==> src/rtl/mem_master_pkg.sv <==
// mem_master_pkg: shared types and constants for the Memory initiator.
//   - state_t       : initiator FSM states
//   - *_DEF         : default bus widths
//   - CS_*/WR_*     : Memory bus encodings (cs is active-low)
package mem_master_pkg;

  localparam int ADDR_W_DEF = 8;
  localparam int DATA_W_DEF = 8;
  localparam int LEN_W_DEF  = 4;

  localparam logic CS_ACTIVE = 1'b0;
  localparam logic CS_IDLE   = 1'b1;
  localparam logic WR_WRITE  = 1'b1;
  localparam logic WR_READ   = 1'b0;

  typedef enum logic [2:0] {
    ST_IDLE  = 3'd0,
    ST_WRITE = 3'd1,
    ST_READ  = 3'd2,
    ST_DRAIN = 3'd3,
    ST_DONE  = 3'd4
  } state_t;

endpackage

==> src/rtl/mem_master_if.sv <==
// mem_master_if: client request/data channels plus the Memory bus.
//   master modport : the initiator (drives req_ready, wdata_ready, rdata*,
//                    busy, done and the whole Memory bus; reads mem_o)
//   slave modport  : the client/Memory side (the mirror image)
//
// Handshake: a transfer happens on a rising edge where valid and ready are
// both high. valid must not depend on ready; ready is registered. rdata_valid
// is a one-cycle strobe with no backpressure.
interface mem_master_if
  import mem_master_pkg::*;
#(
  parameter int ADDR_W = ADDR_W_DEF,
  parameter int DATA_W = DATA_W_DEF,
  parameter int LEN_W  = LEN_W_DEF
) ();

  logic              req_valid;
  logic              req_ready;
  logic              req_write;
  logic [ADDR_W-1:0] req_addr;
  logic [LEN_W-1:0]  req_len;
  logic [DATA_W-1:0] wdata;
  logic              wdata_valid;
  logic              wdata_ready;
  logic [DATA_W-1:0] rdata;
  logic              rdata_valid;
  logic              busy;
  logic              done;
  logic [ADDR_W-1:0] mem_address;
  logic [DATA_W-1:0] mem_data;
  logic              mem_wr;
  logic              mem_cs;
  logic [DATA_W-1:0] mem_o;

  modport master (
    input  req_valid, req_write, req_addr, req_len, wdata, wdata_valid, mem_o,
    output req_ready, wdata_ready, rdata, rdata_valid, busy, done,
           mem_address, mem_data, mem_wr, mem_cs
  );

  modport slave (
    output req_valid, req_write, req_addr, req_len, wdata, wdata_valid, mem_o,
    input  req_ready, wdata_ready, rdata, rdata_valid, busy, done,
           mem_address, mem_data, mem_wr, mem_cs
  );

endinterface

==> src/rtl/mem_rd_pipe.sv <==
// mem_rd_pipe: valid shift register tracking reads in flight.
//   i_clk, i_rst_n : clock, async active-low reset (flushes the pipe)
//   i_issue        : a read is put on the bus at this edge
//   o_ret_valid    : the oldest tracked read's data is on mem_o now
//   o_empty        : nothing in flight
module mem_rd_pipe #(
  parameter int DEPTH = 2
) (
  input  logic i_clk,
  input  logic i_rst_n,
  input  logic i_issue,
  output logic o_ret_valid,
  output logic o_empty
);

  logic [DEPTH-1:0] r_pipe;

  always_ff @(posedge i_clk or negedge i_rst_n) begin
    if (!i_rst_n) begin
      r_pipe <= '0;
    end else begin
      r_pipe <= {r_pipe[DEPTH-2:0], i_issue};
    end
  end

  assign o_ret_valid = r_pipe[DEPTH-1];
  assign o_empty     = ~|r_pipe;

endmodule

==> src/rtl/mem_master.sv <==
// mem_master: turns single/burst client requests into Memory bus cycles.
//   i_clk, i_rst_n : clock, async active-low reset
//   bus            : mem_master_if.master (client channels + Memory bus)
//   o_state        : current FSM state, for debug/checkers
// All outputs are registered from the next-state decode, so each output
// describes the state the FSM is entering on that edge.
module mem_master
  import mem_master_pkg::*;
#(
  parameter int ADDR_W       = ADDR_W_DEF,
  parameter int DATA_W       = DATA_W_DEF,
  parameter int LEN_W        = LEN_W_DEF,
  parameter int READ_LATENCY = 1
) (
  input  logic          i_clk,
  input  logic          i_rst_n,
  mem_master_if.master  bus,
  output state_t        o_state
);

  localparam logic [ADDR_W-1:0] ADDR_ONE = {{(ADDR_W-1){1'b0}}, 1'b1};
  localparam logic [LEN_W-1:0]  LEN_ONE  = {{(LEN_W-1){1'b0}}, 1'b1};

  state_t            r_state;
  logic [ADDR_W-1:0] r_cur_addr;
  logic [LEN_W-1:0]  r_beats_left;
  logic              r_req_ready;
  logic              r_wdata_ready;
  logic [DATA_W-1:0] r_rdata;
  logic              r_rdata_valid;
  logic              r_busy;
  logic              r_done;
  logic              r_mem_cs;
  logic              r_mem_wr;
  logic [ADDR_W-1:0] r_mem_address;
  logic [DATA_W-1:0] r_mem_data;

  state_t            w_next_state;
  logic [ADDR_W-1:0] w_cur_addr_nxt;
  logic [LEN_W-1:0]  w_beats_left_nxt;
  logic              w_cs_nxt;
  logic              w_wr_nxt;
  logic [ADDR_W-1:0] w_addr_nxt;
  logic [DATA_W-1:0] w_data_nxt;
  logic              w_issue;
  logic              w_ret_valid;
  logic              w_pipe_empty;

  mem_rd_pipe #(.DEPTH(READ_LATENCY + 1)) u_rd_pipe (
    .i_clk       (i_clk),
    .i_rst_n     (i_rst_n),
    .i_issue     (w_issue),
    .o_ret_valid (w_ret_valid),
    .o_empty     (w_pipe_empty)
  );

  always_ff @(posedge i_clk or negedge i_rst_n) begin
    if (!i_rst_n) begin
      r_state       <= ST_IDLE;
      r_cur_addr    <= '0;
      r_beats_left  <= '0;
      r_req_ready   <= 1'b1;
      r_wdata_ready <= 1'b0;
      r_rdata       <= '0;
      r_rdata_valid <= 1'b0;
      r_busy        <= 1'b0;
      r_done        <= 1'b0;
      r_mem_cs      <= CS_IDLE;
      r_mem_wr      <= WR_READ;
      r_mem_address <= '0;
      r_mem_data    <= '0;
    end else begin
      r_state       <= w_next_state;
      r_cur_addr    <= w_cur_addr_nxt;
      r_beats_left  <= w_beats_left_nxt;
      r_req_ready   <= (w_next_state == ST_IDLE);
      r_wdata_ready <= (w_next_state == ST_WRITE);
      r_busy        <= (w_next_state != ST_IDLE);
      r_done        <= (w_next_state == ST_DONE);
      r_mem_cs      <= w_cs_nxt;
      r_mem_wr      <= w_wr_nxt;
      r_mem_address <= w_addr_nxt;
      r_mem_data    <= w_data_nxt;
      // mem_o carries the oldest in-flight read when the pipe's tail is set
      r_rdata_valid <= w_ret_valid;
      if (w_ret_valid) begin
        r_rdata <= bus.mem_o;
      end
    end
  end

  always_comb begin
    w_next_state     = r_state;
    w_cur_addr_nxt   = r_cur_addr;
    w_beats_left_nxt = r_beats_left;
    w_cs_nxt         = CS_IDLE;
    w_wr_nxt         = WR_READ;
    w_addr_nxt       = r_mem_address;
    w_data_nxt       = r_mem_data;
    w_issue          = 1'b0;
    case (r_state)
      ST_IDLE: begin
        if (bus.req_valid) begin
          w_cur_addr_nxt   = bus.req_addr;
          w_beats_left_nxt = bus.req_len;
          w_next_state     = bus.req_write ? ST_WRITE : ST_READ;
        end
      end
      ST_WRITE: begin
        // a cycle without wdata_valid leaves cs idle; the beat count only
        // moves on accepted beats, so gaps never lose or repeat a beat
        if (bus.wdata_valid) begin
          w_cs_nxt         = CS_ACTIVE;
          w_wr_nxt         = WR_WRITE;
          w_addr_nxt       = r_cur_addr;
          w_data_nxt       = bus.wdata;
          w_cur_addr_nxt   = r_cur_addr + ADDR_ONE;
          w_beats_left_nxt = r_beats_left - LEN_ONE;
          if (r_beats_left == '0) begin
            w_next_state = ST_DONE;
          end
        end
      end
      ST_READ: begin
        w_cs_nxt         = CS_ACTIVE;
        w_wr_nxt         = WR_READ;
        w_addr_nxt       = r_cur_addr;
        w_data_nxt       = '0;
        w_issue          = 1'b1;
        w_cur_addr_nxt   = r_cur_addr + ADDR_ONE;
        w_beats_left_nxt = r_beats_left - LEN_ONE;
        if (r_beats_left == '0) begin
          w_next_state = ST_DRAIN;
        end
      end
      ST_DRAIN: begin
        // empty means the last tracked read has already been turned into
        // an rdata_valid strobe, so done cannot overtake it
        if (w_pipe_empty) begin
          w_next_state = ST_DONE;
        end
      end
      ST_DONE: begin
        w_next_state = ST_IDLE;
      end
      default: begin
        w_next_state = ST_IDLE;
      end
    endcase
  end

  assign bus.req_ready   = r_req_ready;
  assign bus.wdata_ready = r_wdata_ready;
  assign bus.rdata       = r_rdata;
  assign bus.rdata_valid = r_rdata_valid;
  assign bus.busy        = r_busy;
  assign bus.done        = r_done;
  assign bus.mem_cs      = r_mem_cs;
  assign bus.mem_wr      = r_mem_wr;
  assign bus.mem_address = r_mem_address;
  assign bus.mem_data    = r_mem_data;
  assign o_state         = r_state;

endmodule
==> src/flat_wrapper.sv <==
// flat-port wrapper written by rule: the top's interface ports become plain ports
module mem_master_flat import mem_master_pkg::*;
#(
  parameter int ADDR_W       = ADDR_W_DEF,
  parameter int DATA_W       = DATA_W_DEF,
  parameter int LEN_W        = LEN_W_DEF,
  parameter int READ_LATENCY = 1
)
  (i_clk, i_rst_n, o_state, bus_req_valid, bus_req_write, bus_req_addr, bus_req_len, bus_wdata, bus_wdata_valid, bus_mem_o, bus_req_ready, bus_wdata_ready, bus_rdata, bus_rdata_valid, bus_busy, bus_done, bus_mem_address, bus_mem_data, bus_mem_wr, bus_mem_cs);
  mem_master_if #(.ADDR_W(ADDR_W), .DATA_W(DATA_W), .LEN_W(LEN_W)) bus_i ();
  input  logic i_clk;
  input  logic i_rst_n;
  output state_t o_state;
  input wire logic [$bits(bus_i.req_valid)-1:0] bus_req_valid;
  input wire logic [$bits(bus_i.req_write)-1:0] bus_req_write;
  input wire logic [$bits(bus_i.req_addr)-1:0] bus_req_addr;
  input wire logic [$bits(bus_i.req_len)-1:0] bus_req_len;
  input wire logic [$bits(bus_i.wdata)-1:0] bus_wdata;
  input wire logic [$bits(bus_i.wdata_valid)-1:0] bus_wdata_valid;
  input wire logic [$bits(bus_i.mem_o)-1:0] bus_mem_o;
  output wire logic [$bits(bus_i.req_ready)-1:0] bus_req_ready;
  output wire logic [$bits(bus_i.wdata_ready)-1:0] bus_wdata_ready;
  output wire logic [$bits(bus_i.rdata)-1:0] bus_rdata;
  output wire logic [$bits(bus_i.rdata_valid)-1:0] bus_rdata_valid;
  output wire logic [$bits(bus_i.busy)-1:0] bus_busy;
  output wire logic [$bits(bus_i.done)-1:0] bus_done;
  output wire logic [$bits(bus_i.mem_address)-1:0] bus_mem_address;
  output wire logic [$bits(bus_i.mem_data)-1:0] bus_mem_data;
  output wire logic [$bits(bus_i.mem_wr)-1:0] bus_mem_wr;
  output wire logic [$bits(bus_i.mem_cs)-1:0] bus_mem_cs;
  assign bus_i.req_valid = bus_req_valid;
  assign bus_i.req_write = bus_req_write;
  assign bus_i.req_addr = bus_req_addr;
  assign bus_i.req_len = bus_req_len;
  assign bus_i.wdata = bus_wdata;
  assign bus_i.wdata_valid = bus_wdata_valid;
  assign bus_i.mem_o = bus_mem_o;
  assign bus_req_ready = bus_i.req_ready;
  assign bus_wdata_ready = bus_i.wdata_ready;
  assign bus_rdata = bus_i.rdata;
  assign bus_rdata_valid = bus_i.rdata_valid;
  assign bus_busy = bus_i.busy;
  assign bus_done = bus_i.done;
  assign bus_mem_address = bus_i.mem_address;
  assign bus_mem_data = bus_i.mem_data;
  assign bus_mem_wr = bus_i.mem_wr;
  assign bus_mem_cs = bus_i.mem_cs;
  mem_master #(.ADDR_W(ADDR_W), .DATA_W(DATA_W), .LEN_W(LEN_W), .READ_LATENCY(READ_LATENCY)) u_core (.i_clk(i_clk), .i_rst_n(i_rst_n), .bus(bus_i), .o_state(o_state));
endmodule
==> config.mk <==
export PLATFORM = sky130hd
export DESIGN_NAME = mem_master_flat
export DESIGN_NICKNAME = d
export VERILOG_FILES = /design/src/rtl/mem_master_pkg.sv /design/src/rtl/mem_master_if.sv /design/src/rtl/mem_rd_pipe.sv /design/src/rtl/mem_master.sv /design/src/flat_wrapper.sv
export SDC_FILE = /design/constraint.sdc
export NUM_CORES = 1
export LEC_CHECK = 0
export CAP_MARGIN = 20
export CORE_ASPECT_RATIO = 0.75
export CORE_UTILIZATION = 41
export DETAILED_ROUTE_END_ITERATION = 6
export MAX_ROUTING_LAYER = met4
export PLACE_DENSITY = 0.75
export SYNTH_ARGS = -nofsm -noshare
export SYNTH_HDL_FRONTEND = slang
export SYNTH_HIERARCHICAL = 1
export SYNTH_SLANG_ARGS = --single-unit
==> constraint.sdc <==
create_clock -name i_clk -period 1.8 [get_ports i_clk]
set_input_delay 0.27 -clock i_clk [delete_from_list [all_inputs] [get_ports i_clk]]
set_output_delay 0.27 -clock i_clk [all_outputs]
set_load 0.01 [all_outputs]
==> flow_summary.toml, run 1 <==
[detailed_routing]
wl_per_cell_um = 14.2
detail_route.iter0.violations = 109
vias = 1696
drcViolationCount = 5
drt-vias-per-instance = 5.06
ant_nets = 0
first_pass_iters = 7
routed_wirelength_mm = 4.77

[placement]
dp_cells = 326
hpwlAfterDp_mm = 3.48
pre_cts_ws_ns = -0.364
gp_congestion = 0.816
place.port_buffers = 66

[setup_path]
end_kind = "flop"
reg2reg_to = "u_core/r_cur_addr[7]$_DFFE_PN0P_"
r2r_start = "u_core/o_state[2]$_DFF_PN0_"
critPathMaxFanout = 4
worstPathArrival_ns = 2.00
rrSetupSlack_ns = 0.02
critPathRequiredTime_ns = 2.02
ff2ff_path_depth = 7
start_kind = "flop"
critical_path_class = "reg -> reg"

[pwr]
p_leak_nw = 1.30
ir_drop_mv = 0.758
finalPower_w = 0.00493
powerDensity_nw_per_um2 = 1610

[yosys]
syn-cell-area_um2 = 2110
synth_top_area_frac = 0.545
yosys.area.top_type = "dfrtp_1"
async_flop_share = 1.00
yosys_warnings = 6
yosysMostFrequentCell = "dfrtp_1"
synthFlopType = "dfrtp_1"
synth_cell_types = 40
syn_nets = 227
synth_commonest_cells = "dfrtp_1 (46), nand2_1 (28), a21oi_1 (17)"
yosysSeqAreaShare = 0.570
synth_enable_flop_cells = 0
synthCells = 192
synth.area.top_cells = "dfrtp_1 (55%), mux2_2 (7.5%), nand2_1 (5.0%)"
syn_area_per_cell_um2 = 11.0
ys_seq_elements = 48

[final_layout]
regArea_um2 = 1200
fin_nets = 309
stdcell_count = 335
antenna_cells = 0
area_growth_pct = 45.0
postLayoutCoreUtil = 0.622
drive_gt1_frac = 0.185
num-fill-cells = 392
multi_input_area_um2 = 827

[die]
die_area_um2 = 5450
core.rowCount = 22
dieHeight_um = 64.2
io_pins = 67
start_util = 0.429
core_um2 = 4930
fp.dieW_um = 84.9

[timing]
tightest_slew_ns = 0.500
max-slew-margin-rel = 0.664
finalCritPeriodShare = 0.987
setup_ws_ns = 0.0238
hold_viol = 0
finalSetupViolations = 0
setup_tns_ns = 0
rsz0062_at_grt = "yes"
period_minus_slack_ns = 1.78
fmax_mhz = 563
drv_slew = 0
skew_ns = 0.0109

[clocking]
tritoncts = "built"
cts_buffers = 5
cts_setup_buffers = 0
clk_latency_ns = 0.30
clk_pin_slew_ns = 0.09
htree_levels = 2
cts.sinks = 48
root_buffer = "clkbuf_8"
cts_buffer_depth = 2

[min_path]
min-delay-start = "u_core/u_rd_pipe/r_pipe[0]$_DFF_PN0_"
min_path_cells = 0
hold_path_end = "u_core/u_rd_pipe/r_pipe[1]$_DFF_PN0_"
holdCritPathClass = "reg -> reg"

[global_route]
grt_use_total = 0.195
grt_pass1_vias = 1726
antenna_found_initial = 0
grt_pass1_wl_mm = 8.01
grt_max_degree = 35
overflow = 0

[run]
maxCapViolCount = 0

[status]
violations = "DRC"
status = "complete, but fails checks"
-- cell usage in the layout, fill, tap and decap left out, drive strengths merged, types with 3 or more instances in the layout --
| master | synthesis | layout |
|---|---|---|
| mux2 | 14 | 14 |
| nor2 | 5 | 5 |
| o21ai | 10 | 10 |
| clkbuf | 6 | 7 |
| a21oi | 18 | 18 |
| a22oi | 3 | 3 |
| nand2 | 28 | 28 |
| a2bb2oi | 5 | 5 |
| buf | 6 | 21 |
| nand3 | 6 | 6 |
| inv | 6 | 6 |
| mux2i | 6 | 6 |
| nor3 | 4 | 4 |
| dfrtp | 46 | 46 |
| clkdlybuf4s50 | 0 | 65 |
-- state kept, by name, indices dropped and copies added (netlist names), 2 cells and up --
signal and flops:
u_core/bus.mem_address 8, u_core/bus.rdata 8, u_core/bus.mem_data 8, u_core/r_beats_left 4, u_core/r_cur_addr 8, u_core/u_rd_pipe/r_pipe 2
u_core/o_state 3
-- worst max path at each step --
stage	from	to	slack, ns
after global placement	bus_wdata_valid	u_core/bus.mem_address[6]$_DFFE_PN0P_	-0.28
after global routing	u_core/o_state[0]$_DFF_PN0_	u_core/r_beats_left[3]$_DFFE_PN0P_	-0.04
after floorplan	u_core/o_state[2]$_DFF_PN0_	u_core/r_cur_addr[7]$_DFFE_PN0P_	-0.11
after detailed placement	bus_wdata_valid	u_core/bus.mem_address[5]$_DFFE_PN0P_	-0.36
final	u_core/o_state[2]$_DFF_PN0_	u_core/r_cur_addr[7]$_DFFE_PN0P_	0.02
after CTS	u_core/o_state[2]$_DFF_PN0_	u_core/r_cur_addr[7]$_DFFE_PN0P_	0.02
-- layout make-up --
cell class / count / area share
Sequential cell: 48 / 0.393
Clock buffer: 7 / 0.0249
Tap cell: 60 / 0.0245
Clock inverter: 1 / 0.00286
Multi-Input combinational cell: 125 / 0.270
Inverter: 7 / 0.0102
Timing Repair Buffer: 87 / 0.275
-- kinds of logic after synthesis --
family,after synthesis,share of synthesized area
multiplexers,20,0.103
AO/OA/AOI/OAI,44,0.130
flip-flops,48,0.570
XOR/XNOR,1,0.00415
buffers and inverters,19,0.0456
adder cells (fa/ha/maj),2,0.0118
AND/OR/NAND/NOR,58,0.136
-- where the power goes --
group          switching (W)  leakage [nW]  internal, W
clock               0.000355        0.0424     0.000278
sequential          0.000257         0.572      0.00149
combinational        0.00118         0.688      0.00137
total                0.00179          1.30      0.00313
-- worst max-delay path, stage by stage (launching register included) --
cell,delay (ns)
dfrtp_1,0.38
nand2b_4,0.15
or3b_4,0.39
clkinv_4,0.07
buf_4,0.10
a21oi_2,0.03
or4_1,0.50
o221ai_1,0.08
-- through the flow --
step,area [um2],hold WS [ns]
after floorplan,2110,-0.0256
after global placement,2950,0.193
after detailed placement,2950,0.197
after CTS,3060,0.384
after global routing,3060,0.401
final,3060,0.380
-- routing by layer --
| layer | global-route usage | routed length, um |
|---|---|---|
| met5 | - | 0 |
| met4 | 0.0508 | 40 |
| met3 | 0.0478 | 219 |
| met2 | 0.303 | 2230 |
| met1 | 0.260 | 2280 |
-- what timing repair did --
| action | in CTS | in global routing |
|---|---|---|
| hold endpoints to repair | 13 | 0 |
| gates resized for setup | 3 | 1 |
| gates cloned | 0 | 0 |
| endpoints found under the setup margin | 11 | 6 |
| hold buffers | 1 | 0 |
(Power assumes the default switching activity.)
==> run 2, diff against run 1 <==
--- a/config.mk
+++ b/config.mk
@@ -5,12 +5,13 @@
 export SDC_FILE = /design/constraint.sdc
 export NUM_CORES = 1
 export LEC_CHECK = 0
+export ABC_AREA = 1
 export CAP_MARGIN = 20
 export CORE_ASPECT_RATIO = 0.75
-export CORE_UTILIZATION = 41
+export CORE_UTILIZATION = 42
 export DETAILED_ROUTE_END_ITERATION = 6
 export MAX_ROUTING_LAYER = met4
-export PLACE_DENSITY = 0.75
+export PLACE_DENSITY = 0.76
 export SYNTH_ARGS = -nofsm -noshare
 export SYNTH_HDL_FRONTEND = slang
 export SYNTH_HIERARCHICAL = 1
==> flow_summary.toml, run 2 <==
[die]
start_util = 0.444
core.rowCount = 22
dieHeight_um = 64.7
io_pins = 67
die_area_um2 = 5540
core_um2 = 4950
fp.dieW_um = 85.6

[timing]
period_minus_slack_ns = 1.62
tightest_slew_ns = 0.559
drv_slew = 0
max-slew-margin-rel = 0.627
finalCritPeriodShare = 0.900
setup_tns_ns = 0
finalSetupViolations = 0
setup_ws_ns = 0.181
rsz0062_at_grt = "no"
fmax_mhz = 618
hold_viol = 0
skew_ns = 0.00583

[yosys]
synth_enable_flop_cells = 0
synth_commonest_cells = "nand2_1 (124), dfrtp_1 (46), inv_1 (23)"
yosys.area.top_type = "dfrtp_1"
async_flop_share = 1.00
ys_seq_elements = 48
synth_cell_types = 20
synth.area.top_cells = "dfrtp_1 (52%), nand2_1 (21%), mux2_2 (4.1%)"
synthFlopType = "dfrtp_1"
yosysMostFrequentCell = "nand2_1"
syn-cell-area_um2 = 2200
synth_top_area_frac = 0.523
syn_nets = 303
syn_area_per_cell_um2 = 8.21
yosys_warnings = 6
synthCells = 268
yosysSeqAreaShare = 0.547

[detailed_routing]
routed_wirelength_mm = 4.86
wl_per_cell_um = 12.1
detail_route.iter0.violations = 76
ant_nets = 0
drcViolationCount = 0
drt-vias-per-instance = 4.62
vias = 1853
first_pass_iters = 4

[setup_path]
critPathMaxFanout = 5
critPathRequiredTime_ns = 1.53
critical_path_class = "reg -> out"
end_kind = "output port"
path_cells = "clkdlybuf4s50_1"
start_kind = "flop"
rrSetupSlack_ns = 0.23
slowest_delay_ns = 0.59
slowest_stage = "clkdlybuf4s50_1"
critical_path_buf_inv_count = 1
r2r_start = "u_core/r_beats_left[0]$_DFFE_PN0P_"
worst_path_dominant_cell_family = "buffers and inverters"
reg2reg_to = "u_core/bus.busy$_DFF_PN0_"
worstPathArrival_ns = 1.35
ff2ff_path_depth = 9

[final_layout]
final_common_cell = "nand2_1"
num-fill-cells = 456
drive_gt1_frac = 0.0968
area_growth_pct = 37.6
antenna_cells = 0
layout_common_cells = "nand2_1 (124), clkdlybuf4s50_1 (65), dfrtp_1 (46)"
fin_nets = 375

[clocking]
tritoncts = "built"
cts.sinks = 48
holdBufCountCts = 1
root_buffer = "clkbuf_8"
cts_buffers = 5
postCtsResizedCells = 0
clk_pin_slew_ns = 0.09
cts_buffer_depth = 2
clk_latency_ns = 0.29
cts_setup_buffers = 0
htree_levels = 2

[global_route]
grt_pass1_wl_mm = 8.19
overflow = 0
grt_use_total = 0.196
grt_pass1_vias = 1758
antenna_found_initial = 0
grt_max_degree = 27

[pwr]
ir_drop_mv = 0.944
switching_share = 0.413
p_leak_nw = 1.56
intPower_w = 0.00324
comb_power_share = 0.523
pwr-share-clk = 0.120
switchingPower_w = 0.00228
powerDensity_nw_per_um2 = 1820
seqPwrFrac = 0.357

[status]
status = "complete, no violations"

[min_path]
min_path_cells = 0
hold_path_end = "u_core/u_rd_pipe/r_pipe[1]$_DFF_PN0_"
holdCritPathClass = "reg -> reg"
min-delay-start = "u_core/u_rd_pipe/r_pipe[0]$_DFF_PN0_"

[placement]
place.port_buffers = 66
pre_cts_ws_ns = 0.152
gp_congestion = 0.803
hpwlAfterDp_mm = 3.64

[run]
maxCapViolCount = 0
==> run 2: worst max-delay path by stage <==
stage	start	endpoint	slack (ns)	cells after the start
after floorplan	u_core/r_beats_left[0]$_DFFE_PN0P_	u_core/bus.busy$_DFF_PN0_	0.48	9
after global placement	bus_wdata_valid	u_core/r_cur_addr[4]$_DFFE_PN0P_	0.21	7
after detailed placement	bus_wdata_valid	u_core/r_beats_left[0]$_DFFE_PN0P_	0.15	7
after CTS	u_core/o_state[0]$_DFF_PN0_	o_state[0]	0.17	1
after global routing	u_core/r_beats_left[0]$_DFFE_PN0P_	u_core/bus.busy$_DFF_PN0_	0.08	9
final	u_core/o_state[0]$_DFF_PN0_	o_state[0]	0.18	1
==> run 2: routing by layer <==
layer | share of wire | wire length [um] | GRT usage
met1 | 0.49 | 2390 | 0.264
met4 | 0.013 | 65 | 0.0667
met3 | 0.050 | 244 | 0.0357
met5 | 0 | 0 | -
met2 | 0.44 | 2160 | 0.302
==> run 2: power groups by stage <==
stage	Combinational (W)	Sequential [W]	Clock (W)
2_1_floorplan	0.00163	0.00212	0
3_3_place_gp	0.00280	0.00196	0
3_5_place_dp	0.00290	0.00199	0
4_1_cts	0.00290	0.00197	0.000678
5_1_grt	0.00326	0.00204	0.000726
6_report	0.00288	0.00197	0.000662
==> run 2: layout make-up <==
type / instances / area [um2] / area share
flip-flops and latches: 48 / 1200 / 0.397
multi-input cells: 187 / 851 / 0.281
repair buffers: 70 / 701 / 0.231
inverters: 28 / 105 / 0.0347
clock buffers: 7 / 86.3 / 0.0285
well taps: 60 / 75.1 / 0.0248
clock inverters: 1 / 7.51 / 0.00248
==> run 2: stage by stage <==
stage / cells / utilization / total power [W] / hold slack (ns) / instance area [um2]
5_1_grt: 401 / 0.611 / 0.00602 / 0.412 / 3030
3_5_place_dp: 392 / 0.590 / 0.00488 / 0.291 / 2930
2_1_floorplan: 268 / - / 0.00375 / -0.0256 / 2200
3_3_place_gp: 392 / 0.590 / 0.00476 / 0.277 / 2930
6_report: 401 / 0.611 / 0.00552 / 0.391 / 3030
4_1_cts: 401 / 0.611 / 0.00555 / 0.402 / 3030
==> run 2: cells by family after synthesis <==
family,Yosys count,share of synthesized area
flip-flops,48,0.547
buffers and inverters,33,0.0665
adder cells (fa/ha/maj),2,0.0114
AND/OR/NAND/NOR,168,0.314
AO/OA/AOI/OAI,9,0.0205
multiplexers,8,0.0409
==> run 3, diff against run 2 <==
--- a/config.mk
+++ b/config.mk
@@ -7,11 +7,14 @@
 export LEC_CHECK = 0
 export ABC_AREA = 1
 export CAP_MARGIN = 20
+export CELL_PAD_IN_SITES_DETAIL_PLACEMENT = 1
+export CELL_PAD_IN_SITES_GLOBAL_PLACEMENT = 2
 export CORE_ASPECT_RATIO = 0.75
-export CORE_UTILIZATION = 42
+export CORE_MARGIN = 8
+export CORE_UTILIZATION = 24
 export DETAILED_ROUTE_END_ITERATION = 6
 export MAX_ROUTING_LAYER = met4
-export PLACE_DENSITY = 0.76
+export PLACE_DENSITY_LB_ADDON = 0.1
 export SYNTH_ARGS = -nofsm -noshare
 export SYNTH_HDL_FRONTEND = slang
 export SYNTH_HIERARCHICAL = 1
==> flow_summary.toml, run 3 (same netlist as run 2, synthesis figures left out) <==
[pwr]
p_leak_nw = 1.61
finalPower_w = 0.00603
ir_drop_mv = 0.564
powerDensity_nw_per_um2 = 1900

[clocking]
postCtsResizedCells = 0
clk_latency_ns = 0.29
htree_levels = 2
root_buffer = "clkbuf_16"
clk_pin_slew_ns = 0.06
holdBufCountCts = 1
cts_buffer_depth = 2
tritoncts = "built"
cts.sinks = 48
cts_buffers = 5
cts_setup_buffers = 0

[detailed_routing]
detail_route.iter0.violations = 109
first_pass_iters = 4
vias = 1883
drt-vias-per-instance = 4.16
routed_wirelength_mm = 6.29
drcViolationCount = 0
ant_nets = 0
wl_per_cell_um = 13.9

[final_layout]
layout_common_cells = "nand2_1 (124), clkdlybuf4s50_1 (65), dfrtp_1 (46)"
multi_input_area_um2 = 851
fin_nets = 375
num-fill-cells = 1089
area_growth_pct = 44.4
regArea_um2 = 1200
final_common_cell = "nand2_1"
antenna_cells = 0
drive_gt1_frac = 0.0997
fin_area_um2 = 3180

[global_route]
grt_pass1_vias = 1961
grt_max_degree = 29
overflow = 0
antenna_found_initial = 0
grt_use_total = 0.106
grt_pass1_wl_mm = 10.3

[placement]
placed_cell_area_um2 = 2990
gp_congestion = 0.681
hpwlAfterDp_mm = 4.78
place.port_buffers = 66

[timing]
tightest_slew_ns = 0.517
finalSetupViolations = 0
setup_tns_ns = 0
finalCritPeriodShare = 0.906
rsz0062_at_grt = "no"
hold_viol = 0
drv_slew = 0
skew_ns = 0.00369
max-slew-margin-rel = 0.655
period_minus_slack_ns = 1.63
fmax_mhz = 613

[setup_path]
end_kind = "output port"
path_cells = "clkdlybuf4s50_1"
start_kind = "flop"
worstPathArrival_ns = 1.36
critPathRequiredTime_ns = 1.53
critical_path_buf_inv_count = 1
slowest_delay_ns = 0.59
critical_path_class = "reg -> out"
critPathMaxFanout = 5
worst_path_dominant_cell_family = "buffers and inverters"
slowest_stage = "clkdlybuf4s50_1"

[die]
fp.dieW_um = 127
die_area_um2 = 12500
dieHeight_um = 98.9
core_um2 = 8970
start_util = 0.245
io_pins = 67
core.rowCount = 30

[run]
maxCapViolCount = 0

[status]
status = "complete, no violations"

[min_path]
holdCritPathClass = "reg -> reg"
## run 3: report_power, final
part / switching, W / total [W] / internal, W / leakage [nW]
Combinational: 0.00163 / 0.00294 / 0.00131 / 0.920
Sequential: 0.000355 / 0.00198 / 0.00162 / 0.599
Clock: 0.000416 / 0.00111 / 0.000696 / 0.0871
## run 3: stage by stage
stage	hold WS [ns]	cells	utilization	worst slack, ns
final	0.377	453	0.354	0.170
after global routing	0.393	453	0.354	0.102
after floorplan	-0.0256	268	-	0.479
after global placement	0.277	444	0.333	0.119
after detailed placement	0.277	444	0.333	0.0989
after CTS	0.381	453	0.354	0.155
## run 3: final cells by class
cell class,instances,area share
Clock buffer,6,0.0437
Clock inverter,2,0.0122
Inverter,28,0.0331
Multi-Input combinational cell,187,0.268
Sequential cell,48,0.379
Tap cell,112,0.0441
Timing Repair Buffer,70,0.220
## run 3: routing by layer
metal,vias to the layer above,track usage,wire (um)
met3,5,0.0329,276
met4,0,0.0221,44
li1,963,-,-
met2,39,0.151,2570
met1,876,0.145,3390
met5,-,-,0
## run 3: worst paths after layout
kind                                                 startpoint                              endpoint  slack (ns)  depth (start not counted)
max in group asynchronous                               i_rst_n           u_core/bus.mem_cs$_DFF_PN1_        0.70                          3
hold reg to reg            u_core/u_rd_pipe/r_pipe[0]$_DFF_PN0_  u_core/u_rd_pipe/r_pipe[1]$_DFF_PN0_        0.38                          0
setup reg to reg             u_core/r_beats_left[0]$_DFFE_PN0P_             u_core/bus.busy$_DFF_PN0_        0.27                          9
hold / removal             u_core/u_rd_pipe/r_pipe[0]$_DFF_PN0_  u_core/u_rd_pipe/r_pipe[1]$_DFF_PN0_        0.38                          0
min in group asynchronous                               i_rst_n       u_core/bus.rdata[3]$_DFFE_PN0P_        0.49                          2
setup / recovery                    u_core/o_state[0]$_DFF_PN0_                            o_state[0]        0.17                          1
